--- config.mk ---
export PLATFORM = sky130hd
export DESIGN_NAME = seg_display_scanner
export DESIGN_NICKNAME = d
export VERILOG_FILES = /design/src/rtl/seg_pkg.sv /design/src/rtl/seg_tick_sync.sv /design/src/rtl/seg_display_scanner.sv
export SDC_FILE = /design/constraint.sdc
export NUM_CORES = 1
export LEC_CHECK = 0
export ABC_AREA = 0
export CAP_MARGIN = 5
export CORE_ASPECT_RATIO = 1.75
export CORE_MARGIN = 5
export CORE_UTILIZATION = 50
export DETAILED_ROUTE_END_ITERATION = 6
export PLACE_DENSITY = 0.73
export REMOVE_ABC_BUFFERS = 1
export SYNTH_ARGS = -nofsm -noshare
export SYNTH_HDL_FRONTEND = slang
export SYNTH_HIERARCHICAL = 1
export SYNTH_SLANG_ARGS = --single-unit
export TNS_END_PERCENT = 50
--- constraint.sdc ---
create_clock -name clk_in -period 4.3 [get_ports clk_in]
set_input_delay 0.86 -clock clk_in [delete_from_list [all_inputs] [get_ports clk_in]]
set_output_delay 0.86 -clock clk_in [all_outputs]
set_load 0.005 [all_outputs]
--- src/rtl/seg_pkg.sv ---
// Shared types and the hex-to-segment decoder for the multiplexed 7-segment scanner.
package seg_pkg;

  localparam logic [6:0] SEG_OFF = 7'h7F;

  typedef enum logic [1:0] {
    OFF   = 2'd0,
    GUARD = 2'd1,
    DRIVE = 2'd2
  } seg_state_t;

  // Active-low {g,f,e,d,c,b,a} patterns for a common-anode display.
  function automatic logic [6:0] hex_to_seg(input logic [3:0] nibble);
    logic [6:0] r;
    case (nibble)
      4'h0: r = 7'h40;
      4'h1: r = 7'h79;
      4'h2: r = 7'h24;
      4'h3: r = 7'h30;
      4'h4: r = 7'h19;
      4'h5: r = 7'h12;
      4'h6: r = 7'h02;
      4'h7: r = 7'h78;
      4'h8: r = 7'h00;
      4'h9: r = 7'h10;
      4'hA: r = 7'h08;
      4'hB: r = 7'h03;
      4'hC: r = 7'h46;
      4'hD: r = 7'h21;
      4'hE: r = 7'h06;
      default: r = 7'h0E;
    endcase
    return r;
  endfunction

endpackage

--- src/rtl/seg_tick_sync.sv ---
// Synchronizes the asynchronous refresh strobe and emits a registered one-cycle tick on its rise.
module seg_tick_sync (
  input  logic i_clk_in,
  input  logic i_rst_n,
  input  logic i_seg_clk,
  output logic o_tick
);

  logic r_s1, r_s2, r_hist, r_tick;

  always_ff @(posedge i_clk_in or negedge i_rst_n) begin
    if (!i_rst_n) begin
      r_s1   <= 1'b0;
      r_s2   <= 1'b0;
      r_hist <= 1'b0;
      r_tick <= 1'b0;
    end else begin
      r_s1   <= i_seg_clk;
      r_s2   <= r_s1;
      r_hist <= r_s2;
      r_tick <= r_s2 & ~r_hist;
    end
  end

  assign o_tick = r_tick;

endmodule

--- src/rtl/seg_display_scanner.sv ---
// Digit-multiplexed 7-segment driver: double-buffered value, frame-boundary updates, anti-ghost guard.
//  state | meaning
//  OFF   | after reset, nothing driven until the first tick
//  GUARD | all anodes off for GUARD_CYCLES after each digit step
//  DRIVE | digit idx driven until the next tick
module seg_display_scanner
  import seg_pkg::*;
#(
  parameter int NUM_DIGITS   = 4,
  parameter int GUARD_CYCLES = 2,
  parameter int LZ_BLANK     = 1
) (
  input  logic                      clk_in,
  input  logic                      rst_n,
  input  logic                      seg_clk,
  input  logic                      load_valid,
  output logic                      load_ready,
  input  logic [4*NUM_DIGITS-1:0]   load_value,
  input  logic [NUM_DIGITS-1:0]     load_dp,
  input  logic                      blank,
  output logic [NUM_DIGITS-1:0]     an,
  output logic [6:0]                seg,
  output logic                      dp_n,
  output logic                      frame_done
);

  localparam int            IW   = $clog2(NUM_DIGITS);
  localparam logic [IW-1:0] LAST = IW'(NUM_DIGITS - 1);

  logic                          w_tick, w_wrap, w_accept, w_zrun;
  logic [IW-1:0]                 r_idx;
  seg_state_t                    r_state, w_state_nx;
  logic [7:0]                    r_gcnt;
  logic                          r_pend_full;
  logic [NUM_DIGITS-1:0][3:0]    r_pend_val, r_disp_val;
  logic [NUM_DIGITS-1:0]         r_pend_dp, r_disp_dp, w_lz;
  logic [NUM_DIGITS-1:0]         r_an, w_an_nx;
  logic [6:0]                    r_seg, w_seg_nx;
  logic                          r_dp_n, w_dp_n_nx, r_frame_done;

  seg_tick_sync u_tick_sync (
    .i_clk_in  (clk_in),
    .i_rst_n   (rst_n),
    .i_seg_clk (seg_clk),
    .o_tick    (w_tick)
  );

  assign w_wrap   = w_tick && (r_idx == LAST);
  assign w_accept = load_valid && !r_pend_full;

  always_ff @(posedge clk_in or negedge rst_n) begin
    if (!rst_n) r_state <= OFF;
    else        r_state <= w_state_nx;
  end

  always_comb begin
    w_state_nx = r_state;
    unique case (r_state)
      OFF:     if (w_tick) w_state_nx = GUARD;
      GUARD:   if (!w_tick && r_gcnt == 8'd1) w_state_nx = DRIVE;
      DRIVE:   if (w_tick) w_state_nx = GUARD;
      default: w_state_nx = OFF;
    endcase
  end

  // A digit is blanked only while it and every digit to its left are zero.
  always_comb begin
    w_lz   = '0;
    w_zrun = 1'b1;
    for (int i = NUM_DIGITS - 1; i > 0; i--) begin
      w_zrun  = w_zrun && (r_disp_val[i] == 4'h0);
      w_lz[i] = w_zrun && (LZ_BLANK != 0);
    end
  end

  // idx and the display buffer only change on a tick, when the next state is GUARD,
  // so decoding from their current values is safe whenever the next state is DRIVE.
  always_comb begin
    w_an_nx   = '1;
    w_seg_nx  = SEG_OFF;
    w_dp_n_nx = 1'b1;
    if (w_state_nx == DRIVE) begin
      w_an_nx[r_idx] = 1'b0;
      w_seg_nx       = w_lz[r_idx] ? SEG_OFF : hex_to_seg(r_disp_val[r_idx]);
      w_dp_n_nx      = ~r_disp_dp[r_idx];
      if (blank) w_an_nx = '1;
    end
  end

  always_ff @(posedge clk_in or negedge rst_n) begin
    if (!rst_n) begin
      r_idx        <= LAST;
      r_gcnt       <= '0;
      r_pend_full  <= 1'b0;
      r_pend_val   <= '0;
      r_pend_dp    <= '0;
      r_disp_val   <= '0;
      r_disp_dp    <= '0;
      r_an         <= '1;
      r_seg        <= SEG_OFF;
      r_dp_n       <= 1'b1;
      r_frame_done <= 1'b0;
    end else begin
      r_frame_done <= w_wrap;
      r_an         <= w_an_nx;
      r_seg        <= w_seg_nx;
      r_dp_n       <= w_dp_n_nx;
      if (w_tick) begin
        r_idx  <= (r_idx == LAST) ? '0 : r_idx + IW'(1);
        r_gcnt <= 8'(GUARD_CYCLES);
      end else if (r_state == GUARD && r_gcnt != 8'd0) begin
        r_gcnt <= r_gcnt - 8'd1;
      end
      // Accept only happens with pending empty, so it never collides with a drain.
      if (w_accept) begin
        r_pend_full <= 1'b1;
        r_pend_val  <= load_value;
        r_pend_dp   <= load_dp;
      end else if (w_wrap && r_pend_full) begin
        r_pend_full <= 1'b0;
        r_disp_val  <= r_pend_val;
        r_disp_dp   <= r_pend_dp;
      end
    end
  end

  assign load_ready = !r_pend_full;
  assign an         = r_an;
  assign seg        = r_seg;
  assign dp_n       = r_dp_n;
  assign frame_done = r_frame_done;

endmodule
* Yosys cells after proc, flatten, opt, wreduce, memory -nomap -nowiden *
Memories as Yosys holds them, arrays and structs flattened.
Cells that the tools add are included.

word-level totals
  bits of input ports = 25
  bits in read-only memories = 112
  memories = 1
  register bits after elaboration = 70

memory list
  memory           words  width  read ports  clocked after Yosys merged registers in  write ports  RTL line       source
  (no name shown)  16     7      1           0                                        0            seg_pkg.sv:15  case (nibble)

cells by class
  mux-type cells = 21
  order comparisons = 2
  bitwise operators = 5
  reduce and logical (&&, ||, !) cells = 19
  add/sub/neg operators = 2
  eq/ne operators = 5

operators by type and width
  kind                 number
  $mux 8               2
  $mux 7               2
  $logic_not 4->1      3
  $mux 4               3
  $bmux 4 s2           1
  $eq 8x1->1 const B   1
  $logic_and 1x1->1    8
  $reduce_bool 8->1    1
  $sub 8x1->8 const B  1
  $eq 2x2->1 const B   3
  $mux 1               6
  $mux 2               3
  $bmux 1 s2           2
  $not 4->4            1
  $pmux 2 s2           1
  $reduce_bool 2->1    2
  $lt 2x3->1 const B   1
  $not 1->1            3
  $add 2x1->2 const B  1
  $demux 1 s2          1
  $eq 2x1->1 const B   1
  $ge 2x1->1 const B   1
  $logic_not 1->1      2
  $logic_not 2->1      1
  3 further kinds      3

* Depth between registers and ports, before layout *
Gate-level depths: netlist of run 1.

  word-level depth = 7
  mapped depth = 7

* Modules after synthesis *
Netlist of run 1, hierarchy kept.

by module, submodules not included
  module               sequential area each (um^2)  cells an instance  area each (um^2)  instances
  seg_display_scanner  1,669.1                      229                3,010.4           1
  seg_tick_sync        100.1                        5                  113.9             1

* Least setup slack after synthesis of run 1 *
OpenSTA, ideal clock, no wires.

  path type = register to register
  start point = register r_idx[0]
  end point = register r_seg[3], in the netlist seg[3]
  data required time = 4.219 ns
  slack = 2.300 ns
  stages on the path, launching flop included = 8
  clock period less this slack = 2.000 ns
  arrival = 1.918 ns
  path through = dfstp_2 buf_2 mux4_2 inv_1 ha_1 mux2i_1 nand2_1 o211ai_1

between the ends
  cells in the longest elaborated chain, start to end = 5

ends and longest elaborated chain
  element                       RTL line                    source
  from (decl)                   seg_display_scanner.sv:31   logic [IW-1:0] r_idx;
  from (signal assigned)        seg_display_scanner.sv:109  r_idx <= (r_idx == LAST) ? '0 : r_idx + IW'(1);
  $bmux 4 s2                    seg_display_scanner.sv:84   w_seg_nx = w_lz[r_idx] ? SEG_OFF : hex_to_seg(r_disp_val[r_idx]);
  $mux 4 (implied by the code)  seg_display_scanner.sv:84
  $mem_v2 16x7                  --
  $mux 7 *                      seg_display_scanner.sv:84
  $mux 7 *                      seg_display_scanner.sv:82   if (w_state_nx == DRIVE) begin
  named net w_seg_nx[3]         seg_display_scanner.sv:38   logic [6:0] r_seg, w_seg_nx;
  to (signal assigned)          seg_display_scanner.sv:106  r_seg <= w_seg_nx;
  to (decl)                     seg_display_scanner.sv:38

The timed path passes the listed nets; every way through them passes the cells marked *. The select of a mux whose other input is x is not followed.
A chain may end at the register's enable or synchronous reset.

* Final worst setup path of run 1 *
  start point = register r_dp_n, in the netlist dp_n
  end point = output port dp_n

RTL lines
  element                 RTL line                    source
  from (decl)             seg_display_scanner.sv:39   logic r_dp_n, w_dp_n_nx, r_frame_done;
  from (signal assigned)  seg_display_scanner.sv:107  r_dp_n <= w_dp_n_nx;
  to (decl)               seg_display_scanner.sv:23   output logic dp_n,

No word-level cell between the ends.

==> results of run 1 <==
==> sequential cells by signal (all words and copies together), names as in the netlist <==
signal,flops
an,4
dp_n,1
frame_done,1
r_disp_dp,4
r_disp_val,16
r_gcnt,8
r_idx,2
r_pend_dp,4
r_pend_full,1
r_pend_val,16
r_state,2
seg,7
u_tick_sync/o_tick,1
u_tick_sync/r_hist,1
u_tick_sync/r_s1,1
u_tick_sync/r_s2,1
==> power groups by stage <==
stage                     logic (mW)  registers, mW  clock network (mW)
after detailed placement       0.903           1.12                   0
after CTS                      0.908           1.11               0.507
after floorplan                0.701           1.05                   0
after global routing           0.994           1.14               0.539
after global placement         0.866           1.11                   0
final                          0.897           1.10               0.491
==> layer usage <==
metal / global-route usage / vias up
met4: 0.0844 / 0
met1: 0.155 / 937
li1: - / 909
met2: 0.261 / 31
met5: 0 / -
met3: 0.0308 / 12
==> per-stage QoR <==
step	hold WS [ns]	total power [mW]	setup slack, ns
after floorplan	0.331	1.76	1.98
after global placement	0.334	1.98	2.06
after detailed placement	0.345	2.02	2.04
after CTS	0.361	2.52	2.05
after global routing	0.366	2.67	1.94
final	0.359	2.49	2.09
==> cell families after synthesis <==
kind of cell               count (synthesis)
buffers and inverters                     23
AOI/OAI and AO/OA                         26
xor gates and xnor gates                   3
DFF                                       70
adders and majority gates                 12
muxes                                     52
and+or+nand+nor                           48
==> synthesized netlist by cell type (all sizes together) <==
library cell / n
clkbuf: 4
nand3: 4
o21a: 1
a211o: 1
nand2b: 1
dfstp: 14
nand3b: 1
a21oi: 4
or3b: 1
a2111oi: 1
and4bb: 1
or2: 1
mux2i: 4
inv: 14
nand2: 13
or2b: 1
and3: 1
or4: 2
or3: 2
a22oi: 1
a31oi: 3
nor2: 9
nor4: 3
mux2: 43
nor3b: 2
dfrtp: 56
a211oi: 1
ha: 12
o2111ai: 1
o211ai: 4
nor2b: 5
buf: 5
and2: 1
o21ai: 8
mux4: 5
xnor2: 3
o221ai: 1
==> path summary, 6_finish.rpt <==
| path | endpoint | cells past startpoint |
|---|---|---|
| min reg2reg | u_tick_sync/r_s2$_DFF_PN0_ | 0 |
| max reg2reg | r_disp_val[5]$_DFFE_PN0P_ | 4 |
| min | u_tick_sync/r_s2$_DFF_PN0_ | 0 |
| max | dp_n | 1 |
| max in group asynchronous | seg[6]$_DFF_PN1_ | 2 |
| min in group asynchronous | r_gcnt[2]$_DFFE_PN0P_ | 1 |
==> area by class of cell <==
class / count / area [µm²] / area share
clock buffer: 14 / 143 / 0.0380
inverter: 14 / 52.6 / 0.0140
multi-input combinational: 141 / 1260 / 0.337
clock inverter: 2 / 35.0 / 0.00933
timing repair buffer: 40 / 390 / 0.104
sequential: 70 / 1770 / 0.471
tap: 80 / 100 / 0.0267
==> results.cfg, run 1 <==
[placement]
place.port_buffers = 38
placed_cell_area_um2 = 3580
place.detailed.hpwl_um = 3850
globalplace.congestion = 0.785
placedCellCount = 345

[route]
met3_wirelength_um = 215
detail_route.wirelength.met1_um = 2000
drt_wl_total_um = 5250
detail_route.iter0.violations = 105
topRoutingLayerUsed = met4
firstDrtPassIters = 4
detailed_route_via_count = 1889
viasPerCell = 5.23
wl_met2_um = 2920
final_antenna_net_count = 0
drcViolationCount = 0
routed_wire_length_per_instance_um = 14.5

[timing]
finalClockSkew_ns = 0.00754
setup_total_negative_slack_ns = 0
rsz_0062_raised_after_global_routing = no
tightest_slew_ns = 0.984
timing.final.hold_violations = 0
min_clock_period_post_route_ns = 2.21
finalCritPeriodShare = 0.514
slew-limit-headroom = 0.344
drv_slew = 0
report.final.setup_viol = 0
highest_clock_rate_ghz = 0.453

[power]
share_comb_of_total_power = 0.360
power_frac_seq = 0.443
power.net_switching_mw = 0.812
ir_worst_vdd_mv = 0.328
power.density_cell_area_nw_per_um2 = 663
p_leak_nw = 1.61
share_clk_of_total_power = 0.197
p_int_mw = 1.68
swShare = 0.326

[cts]
cts_htree_levels = 3
clock_sinks = 70
cts.repair.resized = 0
root_buffer = sky130_fd_sc_hd__clkbuf_8
post_cts_setup_buffers = 0
cts.path.max_buffers = 2
cts_tree = built
holdBufCountCts = 0
cts.reportedPaths.clkPinSlew_ns = 0.07
clk_latency_ns = 0.34
cts_inserted_buffers = 9

[yosys]
yosys.area_share.simple = 0.0909
netlist.top_cell.by_area = sky130_fd_sc_hd__dfrtp_1
synth.distinct_cells = 41
synth-xor-area-share = 0.00841
synthAdderAreaFrac = 0.0481
yosysTopAreaCellShare = 0.449
post_synth_main_area_contributors = sky130_fd_sc_hd__dfrtp_1 45%, sky130_fd_sc_hd__mux2_2 15%, sky130_fd_sc_hd__dfstp_2 12%
synth.cell_area_um2 = 3120
synth.area.mux_share = 0.204
synthesis.area_per_instance_um2 = 13.4
syn_inst = 234
sequential_element_share_of_the_synthesized_area = 0.566
largest_family_of_logic_cells_by_synthesized_area = multiplexers
synth_warnings = 6
synth-seq-cells = 70
compound_cell_area_share_of_the_yosys_netlist = 0.0533

[final_layout]
nets = 313
layout.core_utilization = 0.612
stdcell_area_um2 = 3750
layout_commonest_cell = sky130_fd_sc_hd__dfrtp_1
commonest_cells_after_routing_fill_and_taps_aside = 56 x sky130_fd_sc_hd__dfrtp_1, 43 x sky130_fd_sc_hd__mux2_2, 37 x sky130_fd_sc_hd__clkdlybuf4s50_1, 14 x sky130_fd_sc_hd__inv_1, 14 x sky130_fd_sc_hd__dfstp_2
fillerInstances = 495
layout-drive-gt1-share = 0.288
synthToLayoutAreaGrowth_pct = 20.1
final_cells = 361
antenna-diode-count = 0

[worst_setup_path]
cp.arrival_ns = 1.35
timing.critical_path.max_delay_family = flip-flops
critical_path_peak_fanout = 1
crit_slowest_cell = sky130_fd_sc_hd__dfstp_2
worstSetupEndpointType = output pin
start_kind = flop
worstSetupStartpoint = dp_n$_DFF_PN1_
critPathMaxStageDelay_ns = 0.52
worstPathBufferInverterCount = 1
critPathRequiredTime_ns = 3.44
critical_path.cell_chain = clkdlybuf4s50_1
crit_type = reg2out
rr_startpoint = r_idx[0]$_DFFE_PN1P_
timing.reg2reg.setup_slack_ns = 2.10

[grt]
grt_max_degree = 47
antenna_found_initial = 0
gr-usage-all-layers = 0.145
vias_in_the_first_global_route = 1969
grt.overflow.total = 0
grt_pass1_wl_um = 8950

[hold_path]
worst_hold_path_type = reg2reg
min_from = u_tick_sync/r_s1$_DFF_PN0_

[floorplan]
core_um2 = 6130
die_y_um = 115
initial_core_util = 0.509
floorplan.die_area_um2 = 7990
rows = 38
die_x_um = 69.8
io_pins = 39

[run_status]
run_status = finished clean

[run]
max_cap_violations = 0
Power figures use the tool's default switching activity.
==> inputs of run 2 (changes only) <==
Clock period 4.3 ns to 2.13 ns, I/O delays scaled along.
==> run 2 against run 1 <==
Compared with the run above:
- worst hold slack lost 0.28 ns
- die area is the same
- global-route usage grew 0.71 points
- power grew 100%
- final cell count grew 1.9%
- clock power grew 100%
- sequential power grew 100%
- clock skew grew 0.0029 ns
- largest power group unchanged
- combinational power grew 110%
- sequential share of layout area shrank 1.1 points
- sequential cell count is the same
- via count shrank 0.74%
==> results.cfg, run 2 (synthesis gave the netlist of run 1 again) <==
[run]
max_cap_violations = 0

[floorplan]
floorplan.die_area_um2 = 7990
die_x_um = 69.8
core_um2 = 6130
rows = 38
initial_core_util = 0.509
io_pins = 39
die_y_um = 115

[grt]
grt_max_degree = 71
antenna_found_initial = 0
grt_pass1_wl_um = 9260
vias_in_the_first_global_route = 2045
gr-usage-all-layers = 0.152
grt.overflow.total = 0

[placement]
globalplace.congestion = 0.845
place.port_buffers = 38
place.detailed.hpwl_um = 3830

[route]
detail_route.iter0.violations = 71
drt_wl_total_um = 5350
firstDrtPassIters = 4
viasPerCell = 5.10
detailed_route_via_count = 1875
routed_wire_length_per_instance_um = 14.5
drcViolationCount = 0
final_antenna_net_count = 0

[cts]
clock_sinks = 70
cts.repair.resized = 0
post_cts_setup_buffers = 0
holdBufCountCts = 0
cts_tree = built
root_buffer = sky130_fd_sc_hd__clkbuf_8
cts_htree_levels = 3
cts.reportedPaths.clkPinSlew_ns = 0.07
clk_latency_ns = 0.35
cts.path.max_buffers = 2
cts_inserted_buffers = 9

[power]
power_frac_seq = 0.436
fin_total_pwr_mw = 5.09
power.net_switching_mw = 1.67
ir_worst_vdd_mv = 0.677
power.density_cell_area_nw_per_um2 = 1330
share_comb_of_total_power = 0.371
p_int_mw = 3.42
share_clk_of_total_power = 0.193
swShare = 0.329
p_leak_nw = 1.66

[final_layout]
nets = 320
layout_commonest_cell = sky130_fd_sc_hd__dfrtp_1
regArea_um2 = 1770
fillerInstances = 466
reg.largest.list = r_disp_val x16, r_pend_val x16, r_gcnt x8
antenna-diode-count = 0
multi_input_comb_area_um2 = 1260
layout-drive-gt1-share = 0.319
commonest_cells_after_routing_fill_and_taps_aside = 56 x sky130_fd_sc_hd__dfrtp_1, 43 x sky130_fd_sc_hd__mux2_2, 37 x sky130_fd_sc_hd__clkdlybuf4s50_1, 14 x sky130_fd_sc_hd__inv_1, 14 x sky130_fd_sc_hd__dfstp_2
synthToLayoutAreaGrowth_pct = 22.9

[worst_setup_path]
critical_path_peak_fanout = 5
crit_type = reg2reg
rr_startpoint = r_idx[0]$_DFFE_PN1P_
crit_slowest_cell = sky130_fd_sc_hd__dfstp_2
critPathRequiredTime_ns = 2.39
critical_path.cell_chain = mux4_2 > inv_1 > ha_1 > mux2i_1 > nand2_1 > o211ai_1
ff2ff_path_depth = 6
critPathMaxStageDelay_ns = 0.62
start_kind = flop
worstSetupEndpointType = flop
timing.reg2reg.setup_slack_ns = 0.12
r2r-end = seg[3]$_DFF_PN1_
cp.arrival_ns = 2.27

[timing]
highest_clock_rate_ghz = 0.498
slew-limit-headroom = 0.661
setup_total_negative_slack_ns = 0
min_clock_period_post_route_ns = 2.01
rsz_0062_raised_after_global_routing = no
timing.final.hold_violations = 0
report.final.setup_viol = 0
drv_slew = 0
finalCritPeriodShare = 0.942
finalClockSkew_ns = 0.0104
tightest_slew_ns = 0.495

[run_status]
run_status = finished clean

[hold_path]
worst_hold_path_type = in2async
-- run 2: final cells by class --
type | count | area share
clock buffers | 13 | 0.0440
clock inverters | 3 | 0.00456
inverters | 14 | 0.0137
multi-input cells | 141 | 0.329
flip-flops and latches | 70 | 0.461
well taps | 80 | 0.0261
repair buffers | 47 | 0.122
-- run 2: critical path: cells and delay by family, from the launching register on --
kind	cells	cell delay [ns]
multiplexers	2	0.72
adder cells (fa/ha/maj)	1	0.26
flip-flops	1	0.62
buffers and inverters	1	0.15
AO/OA/AOI/OAI	1	0.10
AND/OR/NAND/NOR	1	0.08
-- run 2: worst max-delay path by stage --
| stage | start | endpoint | cells past startpoint |
|---|---|---|---|
| 2_1_floorplan | r_idx[0]$_DFFE_PN1P_ | seg[3]$_DFF_PN1_ | 6 |
| 3_3_place_gp | r_idx[0]$_DFFE_PN1P_ | seg[1]$_DFF_PN1_ | 5 |
| 3_5_place_dp | r_idx[0]$_DFFE_PN1P_ | seg[4]$_DFF_PN1_ | 5 |
| 4_1_cts | r_idx[0]$_DFFE_PN1P_ | seg[3]$_DFF_PN1_ | 6 |
| 5_1_grt | r_idx[0]$_DFFE_PN1P_ | seg[3]$_DFF_PN1_ | 6 |
| 6_report | r_idx[0]$_DFFE_PN1P_ | seg[3]$_DFF_PN1_ | 6 |
-- run 2: per-stage QoR --
| stage | hold WS, ns | worst slack [ns] | instance area (µm²) | util | cells |
|---|---|---|---|---|---|
| detailed placement | 0.337 | 0.157 | 3650 | 0.596 | 352 |
| global route | 0.0896 | 0.00646 | 3840 | 0.626 | 368 |
| CTS | 0.0913 | 0.117 | 3840 | 0.626 | 368 |
| global placement | 0.334 | 0.218 | 3650 | 0.596 | 352 |
| floorplan | 0.130 | 0.223 | 3090 | - | 225 |
| finish | 0.0756 | 0.123 | 3840 | 0.626 | 368 |
-- run 2: power by group through the flow --
stage | clock network (mW) | registers [mW] | logic, mW
floorplan | 0 | 2.13 | 1.42
global placement | 0 | 2.23 | 1.84
detailed placement | 0 | 2.26 | 1.90
CTS | 1.02 | 2.23 | 1.91
global route | 1.07 | 2.30 | 2.11
finish | 0.984 | 2.22 | 1.89
-- run 2: layer usage --
layer | part of all wire | global-route usage
met1 | 0.40 | 0.155
met2 | 0.53 | 0.272
met3 | 0.042 | 0.0439
met4 | 0.030 | 0.0921
met5 | 0 | 0
==> inputs of run 3 (changes only) <==
Settings changed: CELL_PAD_IN_SITES_DETAIL_PLACEMENT set to 0, CELL_PAD_IN_SITES_GLOBAL_PLACEMENT set to 2, CORE_UTILIZATION 50 to 38, GPL_ROUTABILITY_DRIVEN set to 1, PLACE_DENSITY 0.73 to unset, PLACE_DENSITY_LB_ADDON set to 0.1.
==> run 3 against run 2 <==
Compared with the run above:
- combinational power barely moved
- final cell count increased by 3.3%
- highest routed layer unchanged
- largest power group unchanged
- register-to-register slack better by 0.04 ns
- worst hold slack improved by 0.024 ns
- die area grew 28%
- largest cell class unchanged
==> results.cfg, run 3 (synthesis gave the netlist of run 1 again) <==
[run_status]
run_status = finished clean

[floorplan]
die_y_um = 130
rows = 43
io_pins = 39
die_x_um = 78.5
floorplan.die_area_um2 = 10200
core_um2 = 7960
initial_core_util = 0.392

[route]
topRoutingLayerUsed = met4
wl_met2_um = 3020
detailed_route_via_count = 1919
drcViolationCount = 0
drt_wl_total_um = 5710
final_antenna_net_count = 0
met3_wirelength_um = 225
detail_route.iter0.violations = 47
detail_route.wirelength.met1_um = 2340
firstDrtPassIters = 4
routed_wire_length_per_instance_um = 15.0
viasPerCell = 5.05

[power]
fin_total_pwr_mw = 5.59
ir_worst_vdd_mv = 0.590
power.density_cell_area_nw_per_um2 = 1410
p_leak_nw = 1.72

[final_layout]
antenna-diode-count = 0
synthToLayoutAreaGrowth_pct = 27.0
layout_commonest_cell = sky130_fd_sc_hd__dfrtp_1
layout-drive-gt1-share = 0.328
commonest_cells_after_routing_fill_and_taps_aside = 56 x sky130_fd_sc_hd__dfrtp_1, 43 x sky130_fd_sc_hd__mux2_2, 37 x sky130_fd_sc_hd__clkdlybuf4s50_1, 14 x sky130_fd_sc_hd__inv_1, 14 x sky130_fd_sc_hd__dfstp_2
reg.largest.list = r_disp_val x16, r_pend_val x16, r_gcnt x8
nets = 322
fillerInstances = 748

[placement]
globalplace.congestion = 0.729
place.port_buffers = 38
place.detailed.hpwl_um = 4320

[worst_setup_path]
worstSetupEndpointType = flop
critical_path_peak_fanout = 5
cp.arrival_ns = 2.21
crit_type = reg2reg
ff2ff_path_depth = 5
start_kind = flop
critPathRequiredTime_ns = 2.38

[timing]
tightest_slew_ns = 0.551
rsz_0062_raised_after_global_routing = no
drv_slew = 0
finalClockSkew_ns = 0.00751
finalCritPeriodShare = 0.924
timing.final.hold_violations = 0
highest_clock_rate_ghz = 0.508
setup_total_negative_slack_ns = 0
slew-limit-headroom = 0.633
min_clock_period_post_route_ns = 1.97
report.final.setup_viol = 0

[hold_path]
worst_hold_path_type = in2async

[cts]
holdBufCountCts = 0
cts_tree = built
cts.reportedPaths.clkPinSlew_ns = 0.05
cts.repair.resized = 0
root_buffer = sky130_fd_sc_hd__clkbuf_16
cts_htree_levels = 3
cts_inserted_buffers = 9
clock_sinks = 70
cts.path.max_buffers = 2
post_cts_setup_buffers = 0
clk_latency_ns = 0.33

[grt]
grt_max_degree = 45
antenna_found_initial = 0
vias_in_the_first_global_route = 2056
grt.overflow.total = 0
gr-usage-all-layers = 0.129
grt_pass1_wl_um = 9960

[run]
max_cap_violations = 0
[run 3: layer usage]
layer  vias up  global-route usage
met4         0              0.0711
met2        33               0.223
met5         -                   0
met1       953               0.140
met3         9              0.0380
li1        924                   -
[run 3: cell type report]
class	instances	area [µm²]	share of cell area
flip-flops and latches	70	1770	0.446
multi-input cells	141	1260	0.318
repair buffers	49	470	0.119
clock buffers	10	239	0.0602
well taps	90	113	0.0284
clock inverters	6	61.3	0.0154
inverters	14	52.6	0.0132
[run 3: power by group]
part	switching (mW)	leakage [nW]	internal, mW
sequential	0.355	0.832	1.87
combinational	0.859	0.738	1.04
clock	0.535	0.148	0.932
[run 3: final timing paths]
path / from / end / slack [ns]
worst max-delay path: r_idx[0]$_DFFE_PN1P_ / seg[0]$_DFF_PN1_ / 0.16
worst min-delay path: rst_n / r_gcnt[1]$_DFFE_PN0P_ / 0.1
worst max register to register: r_idx[0]$_DFFE_PN1P_ / seg[0]$_DFF_PN1_ / 0.16
worst min register to register: u_tick_sync/r_s1$_DFF_PN0_ / u_tick_sync/r_s2$_DFF_PN0_ / 0.35
max in group asynchronous: rst_n / r_idx[0]$_DFFE_PN1P_ / 1.56
min in group clk_in: u_tick_sync/r_s1$_DFF_PN0_ / u_tick_sync/r_s2$_DFF_PN0_ / 0.35
[run 3: through the flow]
step | hold slack, ns | utilization | instance area, µm² | instances | setup slack [ns]
floorplan | 0.130 | - | 3090 | 225 | 0.223
CTS | 0.0994 | 0.498 | 3970 | 380 | 0.143
detailed placement | 0.335 | 0.461 | 3670 | 364 | 0.155
global route | 0.123 | 0.498 | 3970 | 380 | 0.0394
global placement | 0.339 | 0.461 | 3670 | 364 | 0.183
finish | 0.0998 | 0.498 | 3970 | 380 | 0.162
[run 3: critical path, stage by stage (launching register included)]
cell and delay [ns]:
sky130_fd_sc_hd__dfstp_2 0.61, sky130_fd_sc_hd__mux4_2 0.58, sky130_fd_sc_hd__inv_1 0.15, sky130_fd_sc_hd__ha_1 0.26, sky130_fd_sc_hd__mux2i_1 0.10, sky130_fd_sc_hd__o2111ai_1 0.19
